`config.mk`:
```
export PLATFORM = sky130hd
export DESIGN_NAME = pipe_stage_reg
export DESIGN_NICKNAME = d
export VERILOG_FILES = /design/src/rtl/pipe_stage_reg.sv
export SDC_FILE = /design/constraint.sdc
export NUM_CORES = 1
export LEC_CHECK = 0
export CAP_MARGIN = 20
export CORE_ASPECT_RATIO = 1.25
export CORE_MARGIN = 8
export CORE_UTILIZATION = 42
export CTS_BUF_LIST = sky130_fd_sc_hd__clkbuf_4 sky130_fd_sc_hd__clkbuf_8
export CTS_CLUSTER_SIZE = 30
export DETAILED_ROUTE_END_ITERATION = 8
export GPL_ROUTABILITY_DRIVEN = 0
export PLACE_DENSITY_LB_ADDON = 0.12
export SLEW_MARGIN = 40
export SYNTH_ARGS = -nofsm -noshare
export SYNTH_HDL_FRONTEND = slang
export SYNTH_SLANG_ARGS = --single-unit
```
`constraint.sdc`:
```
create_clock -name CLK -period 2.55 [get_ports CLK]
set_clock_uncertainty 0.1 [all_clocks]
set_input_delay 0.3825 -clock CLK [delete_from_list [all_inputs] [get_ports CLK]]
set_output_delay 0.3825 -clock CLK [all_outputs]
set_load 0.01 [all_outputs]
```
`src/rtl/pipe_stage_reg.sv`:
```
// -----------------------------------------------------------------------------
// pipe_stage_reg
//
// Generic parametrised pipeline latch carrying a control field and a data
// field through DEPTH chained stages. A bubble always has valid=0 and ctrl=0,
// so it behaves as a NOP downstream. The data field is never cleared by a
// flush; only reset clears it.
//
// Ports
//   CLK         rising-edge clock
//   RST         synchronous active-high reset (overrides everything)
//   enable      advance all stages this cycle (0 = stall/hold)
//   flush       per-stage bubble request, bit 0 = stage nearest the input
//   valid_in    incoming instruction is real
//   ctrl_in     incoming control field
//   data_in     incoming data field
//   valid_out   last stage holds a real instruction
//   ctrl_out    last-stage control field
//   data_out    last-stage data field
//   occupancy   registered count of stages holding a valid instruction
//   cnt_clr     synchronous clear of both performance counters
//   stall_cnt   saturating count of stalled edges with a non-empty pipe
//   bubble_cnt  saturating count of enabled edges retiring a bubble
// -----------------------------------------------------------------------------
module pipe_stage_reg #(
   parameter int CTRL_W = 16,
   parameter int DATA_W = 128,
   parameter int DEPTH  = 1,
   parameter int CNT_W  = 16
) (
   input  logic                       CLK,
   input  logic                       RST,
   input  logic                       enable,
   input  logic [DEPTH-1:0]           flush,
   input  logic                       valid_in,
   input  logic [CTRL_W-1:0]          ctrl_in,
   input  logic [DATA_W-1:0]          data_in,
   output logic                       valid_out,
   output logic [CTRL_W-1:0]          ctrl_out,
   output logic [DATA_W-1:0]          data_out,
   output logic [$clog2(DEPTH+1)-1:0] occupancy,
   input  logic                       cnt_clr,
   output logic [CNT_W-1:0]           stall_cnt,
   output logic [CNT_W-1:0]           bubble_cnt
);

   localparam int               OCC_W   = $clog2(DEPTH+1);
   localparam logic [CNT_W-1:0] CNT_MAX = {CNT_W{1'b1}};
   localparam logic [CNT_W-1:0] CNT_ZERO = {CNT_W{1'b0}};

   // Number of set bits in a valid vector.
   function automatic logic [OCC_W-1:0] popCount(input logic [DEPTH-1:0] bits);
      logic [OCC_W-1:0] sum;
      sum = {OCC_W{1'b0}};
      for (int i = 0; i < DEPTH; i++) begin
         sum = sum + OCC_W'(bits[i]);
      end
      return sum;
   endfunction

   // Increment that sticks at the all-ones value.
   function automatic logic [CNT_W-1:0] satInc(input logic [CNT_W-1:0] value);
      logic [CNT_W-1:0] result;
      if (value == CNT_MAX) begin
         result = value;
      end else begin
         result = value + CNT_W'(1);
      end
      return result;
   endfunction

   // Stage registers
   logic [DEPTH-1:0]  validR;
   logic [CTRL_W-1:0] ctrlR [DEPTH];
   logic [DATA_W-1:0] dataR [DEPTH];
   logic [OCC_W-1:0]  occR;
   logic [CNT_W-1:0]  stallCntR;
   logic [CNT_W-1:0]  bubbleCntR;

   // Per-stage source (what stage i would load when enabled)
   logic [DEPTH-1:0]  srcValid;
   logic [CTRL_W-1:0] srcCtrl [DEPTH];
   logic [DATA_W-1:0] srcData [DEPTH];

   // Next-state values for every stage
   logic [DEPTH-1:0]  nextValid;
   logic [CTRL_W-1:0] nextCtrl [DEPTH];
   logic [DATA_W-1:0] nextData [DEPTH];

   // Source selection: stage 0 takes the pipeline input, stage i takes stage i-1.
   always_comb begin
      srcValid   = validR;
      srcValid[0] = valid_in;
      srcCtrl[0] = ctrl_in;
      srcData[0] = data_in;
      for (int i = 1; i < DEPTH; i++) begin
         srcValid[i] = validR[i-1];
         srcCtrl[i]  = ctrlR[i-1];
         srcData[i]  = dataR[i-1];
      end
   end

   // Next-state: flush beats enable beats hold. Flush only squashes the
   // instruction entering a stage; the sources above are pre-edge values, so
   // the instruction leaving a flushed stage still moves on.
   always_comb begin
      nextValid = validR;
      for (int i = 0; i < DEPTH; i++) begin
         nextCtrl[i] = ctrlR[i];
         nextData[i] = dataR[i];
         if (flush[i]) begin
            nextValid[i] = 1'b0;
            nextCtrl[i]  = {CTRL_W{1'b0}};
            nextData[i]  = dataR[i];
         end else if (enable) begin
            nextValid[i] = srcValid[i];
            nextCtrl[i]  = srcValid[i] ? srcCtrl[i] : {CTRL_W{1'b0}};
            nextData[i]  = srcData[i];
         end else begin
            nextValid[i] = validR[i];
            nextCtrl[i]  = ctrlR[i];
            nextData[i]  = dataR[i];
         end
      end
   end

   // Stage register update.
   always_ff @(posedge CLK) begin
      if (RST) begin
         validR <= {DEPTH{1'b0}};
         for (int i = 0; i < DEPTH; i++) begin
            ctrlR[i] <= {CTRL_W{1'b0}};
            dataR[i] <= {DATA_W{1'b0}};
         end
      end else begin
         validR <= nextValid;
         for (int i = 0; i < DEPTH; i++) begin
            ctrlR[i] <= nextCtrl[i];
            dataR[i] <= nextData[i];
         end
      end
   end

   // Occupancy tracks the valid bits on the same edge they are written.
   always_ff @(posedge CLK) begin
      if (RST) begin
         occR <= {OCC_W{1'b0}};
      end else begin
         occR <= popCount(nextValid);
      end
   end

   // Performance counters, evaluated on pre-edge occupancy and valid_out.
   always_ff @(posedge CLK) begin
      if (RST) begin
         stallCntR  <= CNT_ZERO;
         bubbleCntR <= CNT_ZERO;
      end else if (cnt_clr) begin
         stallCntR  <= CNT_ZERO;
         bubbleCntR <= CNT_ZERO;
      end else begin
         if (!enable && (occR != {OCC_W{1'b0}})) begin
            stallCntR <= satInc(stallCntR);
         end else begin
            stallCntR <= stallCntR;
         end
         if (enable && !validR[DEPTH-1]) begin
            bubbleCntR <= satInc(bubbleCntR);
         end else begin
            bubbleCntR <= bubbleCntR;
         end
      end
   end

   // Outputs are driven straight from registers.
   assign valid_out  = validR[DEPTH-1];
   assign ctrl_out   = ctrlR[DEPTH-1];
   assign data_out   = dataR[DEPTH-1];
   assign occupancy  = occR;
   assign stall_cnt  = stallCntR;
   assign bubble_cnt = bubbleCntR;

endmodule
```
; Word level (Yosys, flattened, before mapping)
; Memories as Yosys holds them, arrays and structs flattened.
; Index checks and enable logic that the tools add are counted.
[word_totals]
ff_bits = 33
ramBits = 144
inputBits = 150
out_inout_bits = 178
word_cells = 33
memories = 2
[memory_table]
columns = memory, words, word_bits, read_ports, rd_ports_with_merged_regs, wr, line
row1 = dataR, 1, 128, 1, 0, 1, 75  ; logic [DATA_W-1:0] dataR [DEPTH];
row2 = ctrlR, 1, 16, 1, 0, 1, 74  ; logic [CTRL_W-1:0] ctrlR [DEPTH];
[op_classes]
addsub = 2
n_eq_ne = 2
n_mux = 12
bitwise = 2
reduce_logical = 10
[ops]
columns = operator, n
row1 = two-way mux 128 bit, 3
row2 = OR reduction 128 bit, 1
row3 = two-way mux 16 bit, 4
row4 = "adder 16 x 1 -> 16 bit, second input constant", 2
row5 = "== test 16 bit, second input constant", 2
row6 = OR reduction 16 bit, 1
row7 = two-way mux 1 bit, 5
row8 = AND reduction 2 bit, 2
row9 = OR reduction 2 bit, 2
row10 = logical AND 1 bit, 2
row11 = zero test 1 bit, 2
row12 = NOT 1 bit, 2

; Longest topological paths before layout
[logic_depth]
depth_word = 4
mapped_depth = 7
ltp_nobuf = 5

; Least setup slack after synthesis
; OpenSTA, ideal clock, no wires.
[synth_path]
kind = reg2reg
from = register bubbleCntR[0], in the netlist bubble_cnt[0]
to = register bubbleCntR[14], in the netlist bubble_cnt[14]
setup_ns = 0.060
arrival_time_ns = 1.819
required_time_ns = 2.390
slack_ns = 0.571
stages_incl_launch_ff = 6
path_buffers = 0
synth_period_minus_slack_ns = 1.979
cell_sequence = dfxtp_1 ha_1 nand3_1 or4_1 or4_1 nand2_1
[synth_via]
elab_chain_len = 3
elab_cells_between_ends = 4
classes_between = add/sub (1) / eq/ne (1) / bitwise (1) / reduce/logical (1)
[synth_rtl]
columns = element, line
row1 = "start, declared", 78  ; logic [CNT_W-1:0] bubbleCntR;
row2 = "start signal, assigned", 168  ; bubbleCntR <= satInc(bubbleCntR);
row3 = "start signal, assigned", 170  ; bubbleCntR <= bubbleCntR;
row4 = branches (longest 3 deep; another with adder 16 x 1 -> 16 bit), -
; Several ways; the timed one is not identified.
; A chain may end at the register's enable or synchronous reset.

; Worst setup path after layout
[layout_path]
from = register bubbleCntR[8], in the netlist bubble_cnt[8]
to = output port bubble_cnt[8]
[layout_lines]
columns = element, line
row1 = "end, declared", 44  ; output logic [CNT_W-1:0] bubble_cnt
; No word-level cell between the ends.

==> summary.md <==
| Metric | Value |
|---|---|
| Clock latency on the worst-skew pair | 460 ps |
| Post-route design area | 10500 sq um |
| Antenna-violating nets left | 0 |
| TritonCTS clock tree | yes |
| CP max stage delay | 600 ps |
| Sum of buffers and inverters on the critical path | 1 |
| Largest cells by area after synthesis | dfxtp_1 53%, nand2_1 15%, a21oi_1 12% |
| Largest delay share family, worst path | buffers and inverters |
| Tot Pwr | roughly 0.0055 W |
| Placed cell count | 1333 |
| Fin crit period | 2040 ps |
| Worst hold path class | input pin to register |
| Sum of negative setup slack | 0 ps |
| Post-synth ARST share | 0 |
| Crit Path Class | register to output pin |
| Dominant synthesized flop cell | dfxtp_1 |
| Clk buf depth | 2 |
| Yosys top cell area share | 0.532 |
| Startpoint types | register |
| Post-CTS Resized | 0 |
| Mapped cell area | around 6700 sq um |
| Die ar. | slightly above 20000 sq um |
| H-tree Lvls | 4 |
| Worst rel slew slack | 0.535 |
| Peak VDD IR | 0.347 mV |
| Tcrit/Tclk final | 0.801 |
| RSZ-0062 raised after global routing | false |
| Post-layout util | 0.674 |
| Clk pin slew, worst setup/hold paths | around 100 ps |
| Filler instances | 1370 |
| Cell taking the most area after synthesis | dfxtp_1 |
| Die W | 129 um |
| Worst path slowest cell | clkdlybuf4s50_1 |
| Via/cell ratio | 4.98 |
| I/O pin count | around 330 |
| Multi-input logic area | 2890 sq um |
| Sequential share of the synthesized area | 0.532 |
| Crit-path cells | clkdlybuf4s50_1 |
| Post-synth EDFFs | 0 |
| Post-DP HPWL | 17300 um |
| Worst Setup SP | bubble_cnt[8]$_SDFFE_PP0P_ |
| Status | finished clean |
| Vias in the first global route | 6459 |
| Total CTS buffers | 17 |
| Power Dens Cells | roughly 520 nW/um^2 |
| DRT Wirelength | about 23000 um |
| Max-cap violations | 0 |
| DP Area | 10100 sq um |
| Fin. max-slew vios | 0 |
| Slew @ Worst Pin | 698 ps |
| Critical path peak fanout | 7 |
| FF+latch area | roughly 3500 sq um |
| All-Layer GR Usage | 0.225 |
| Initial Util | 0.428 |
| DR iter-0 viols | 382 |
| CP Data Required Time | 2070 ps |
| WL per Instance | around 17 um |
| DRC | 0 |
| Nets | 1292 |
| Synth Area per Inst | 7.96 sq um |
| Global-route wire length before repair | 35300 um |
| Most frequent cell after synthesis | nand2_1 |
| Largest net degree at the start of global routing | 93 |
| Flops & latches, synth | around 180 |
| Netlist cell types | 35 |
| Syn nets | 990 |
| Port Buf Inserts | approximately 330 |
| Kind of end point of the critical path | output pin |
| Crit path DAT | around 1600 ps |
| Setup Viol. Count Final | 0 |
| Via count | 6792 |
| Final cell count without fillers | 1365 |
| First-pass DRT Iterations | 4 |
| R2r startpoint | bubble_cnt[0]$_SDFFE_PP0P_ |
| Clock sink total | roughly 180 |
| Post-Synthesis Cells | around 840 |
| Warnings, synthesis | 0 |
| P_leak | 3.66 nW |
| Core area | 15600 sq um |
| P&R area growth vs syn | 57.5% |
| Root buffer cell | clkbuf_8 |
| Final hold viol count | 0 |
| Fmax | 0.489 GHz |
| Post-CTS Setup Bufs | 0 |
| Top cells by count, synth | 274 x nand2_1, 177 x dfxtp_1, 165 x a21oi_1, 50 x clkbuf_1, 24 x nor2_1 |
| Die Y-Extent | 157 um |
| Initial antenna violation count | 0 |
| Row count | 51 |
| Layout cells sized above 1 | 0.0451 |
| CTS hold repair buffers | 0 |
| HP Start | RST |
| Global route total overflow | 0 |
[sequential cells by signal, indices dropped and copies added (netlist names)]
signal,flops
ctrlR,16
stall_cnt,16
bubble_cnt,16
occupancy,1
dataR,128
[stage by stage]
| step | hold WS, ps | setup slack, ps |
|---|---|---|
| global placement | 340 | 302 |
| CTS | 289 | 471 |
| finish | 307 | 507 |
| floorplan | 381 | 571 |
| detailed placement | 346 | 290 |
| global route | 306 | 382 |
[metal layers]
| layer | track usage | share of wire | wire length (um) | vias up |
|---|---|---|---|---|
| met2 | 0.370 | 0.49 | 11200 | 253 |
| met3 | 0.125 | 0.13 | 2950 | 34 |
| met5 | 0 | 0 | 0 | - |
| met4 | 0.0892 | 0.028 | 656 | 0 |
| li1 | - | - | - | 3428 |
| met1 | 0.232 | 0.36 | 8290 | 3077 |
[worst paths after layout]
path	to	slack, ps	cells past startpoint
max	bubble_cnt[8]	510	1
max reg2reg	bubble_cnt[14]$_SDFFE_PP0P_	520	5
min reg2reg	dataR[0][126]$_SDFFE_PP0P_	360	2
min	stall_cnt[3]$_SDFFE_PP0P_	310	3
[cells by family (layout without fill, tap and decap cells)]
logic type               Yosys count  in the layout  share of synthesized area
other                              0              1                          0
buffers and inverters             65            379                     0.0379
XOR/XNOR                           1              1                    0.00131
adder cells (fa/ha/maj)            2              2                    0.00375
AND/OR/NAND/NOR                  391            391                      0.261
flip-flops                       177            177                      0.532
AO/OA/AOI/OAI                    199            199                      0.160
multiplexers                       3              3                    0.00450
[power breakdown]
group | internal [W] | leakage [nW] | switching (W)
Clock | 0.000795 | 0.190 | 0.00101
Sequential | 0.00286 | 1.44 | 0.0000485
Combinational | 0.000448 | 2.02 | 0.000330
[worst register-to-register path: stages (launching register included)]
cell and delay, ps:
dfxtp_1 390, ha_1 220, nand3_1 180, or4_1 560
or4_1 470, nand2_1 70
[cell type report]
type / count / share of cell area
clock buffer: 18 / 0.0236
multi-input combinational: 596 / 0.275
inverter: 7 / 0.00250
sequential: 177 / 0.337
tap: 212 / 0.0253
antenna: 1 / 0.000238
timing repair buffer: 341 / 0.325
clock inverter: 13 / 0.0108
[layout by cell type, fill, tap and decap left out, drive strengths merged]
| master | count |
|---|---|
| clkdlybuf4s50 | 326 |
| nand2 | 274 |
| dfxtp | 177 |
| a21oi | 165 |
| nor2 | 24 |
| nor2b | 19 |
| clkbuf | 18 |
| or4 | 15 |
| buf | 15 |
| nand3 | 12 |
| o21ai | 11 |
| or3 | 11 |
| o31ai | 11 |
| nand4 | 9 |
| inv | 9 |
| clkinv | 9 |
| and4 | 7 |
| nor3 | 5 |
| o311ai | 4 |
| nor4 | 4 |
| and3 | 3 |
| mux2i | 3 |
| o41ai | 3 |
| nand2b | 3 |
| or2 | 2 |
| and2 | 2 |
| a31oi | 2 |
| ha | 2 |
| diode | 1 |
| and4b | 1 |
| xnor2 | 1 |
| o41a | 1 |
| a41o | 1 |
| o211ai | 1 |
| bufinv | 1 |
| clkinvlp | 1 |
Note: power is estimated with default switching activity, not from simulation.
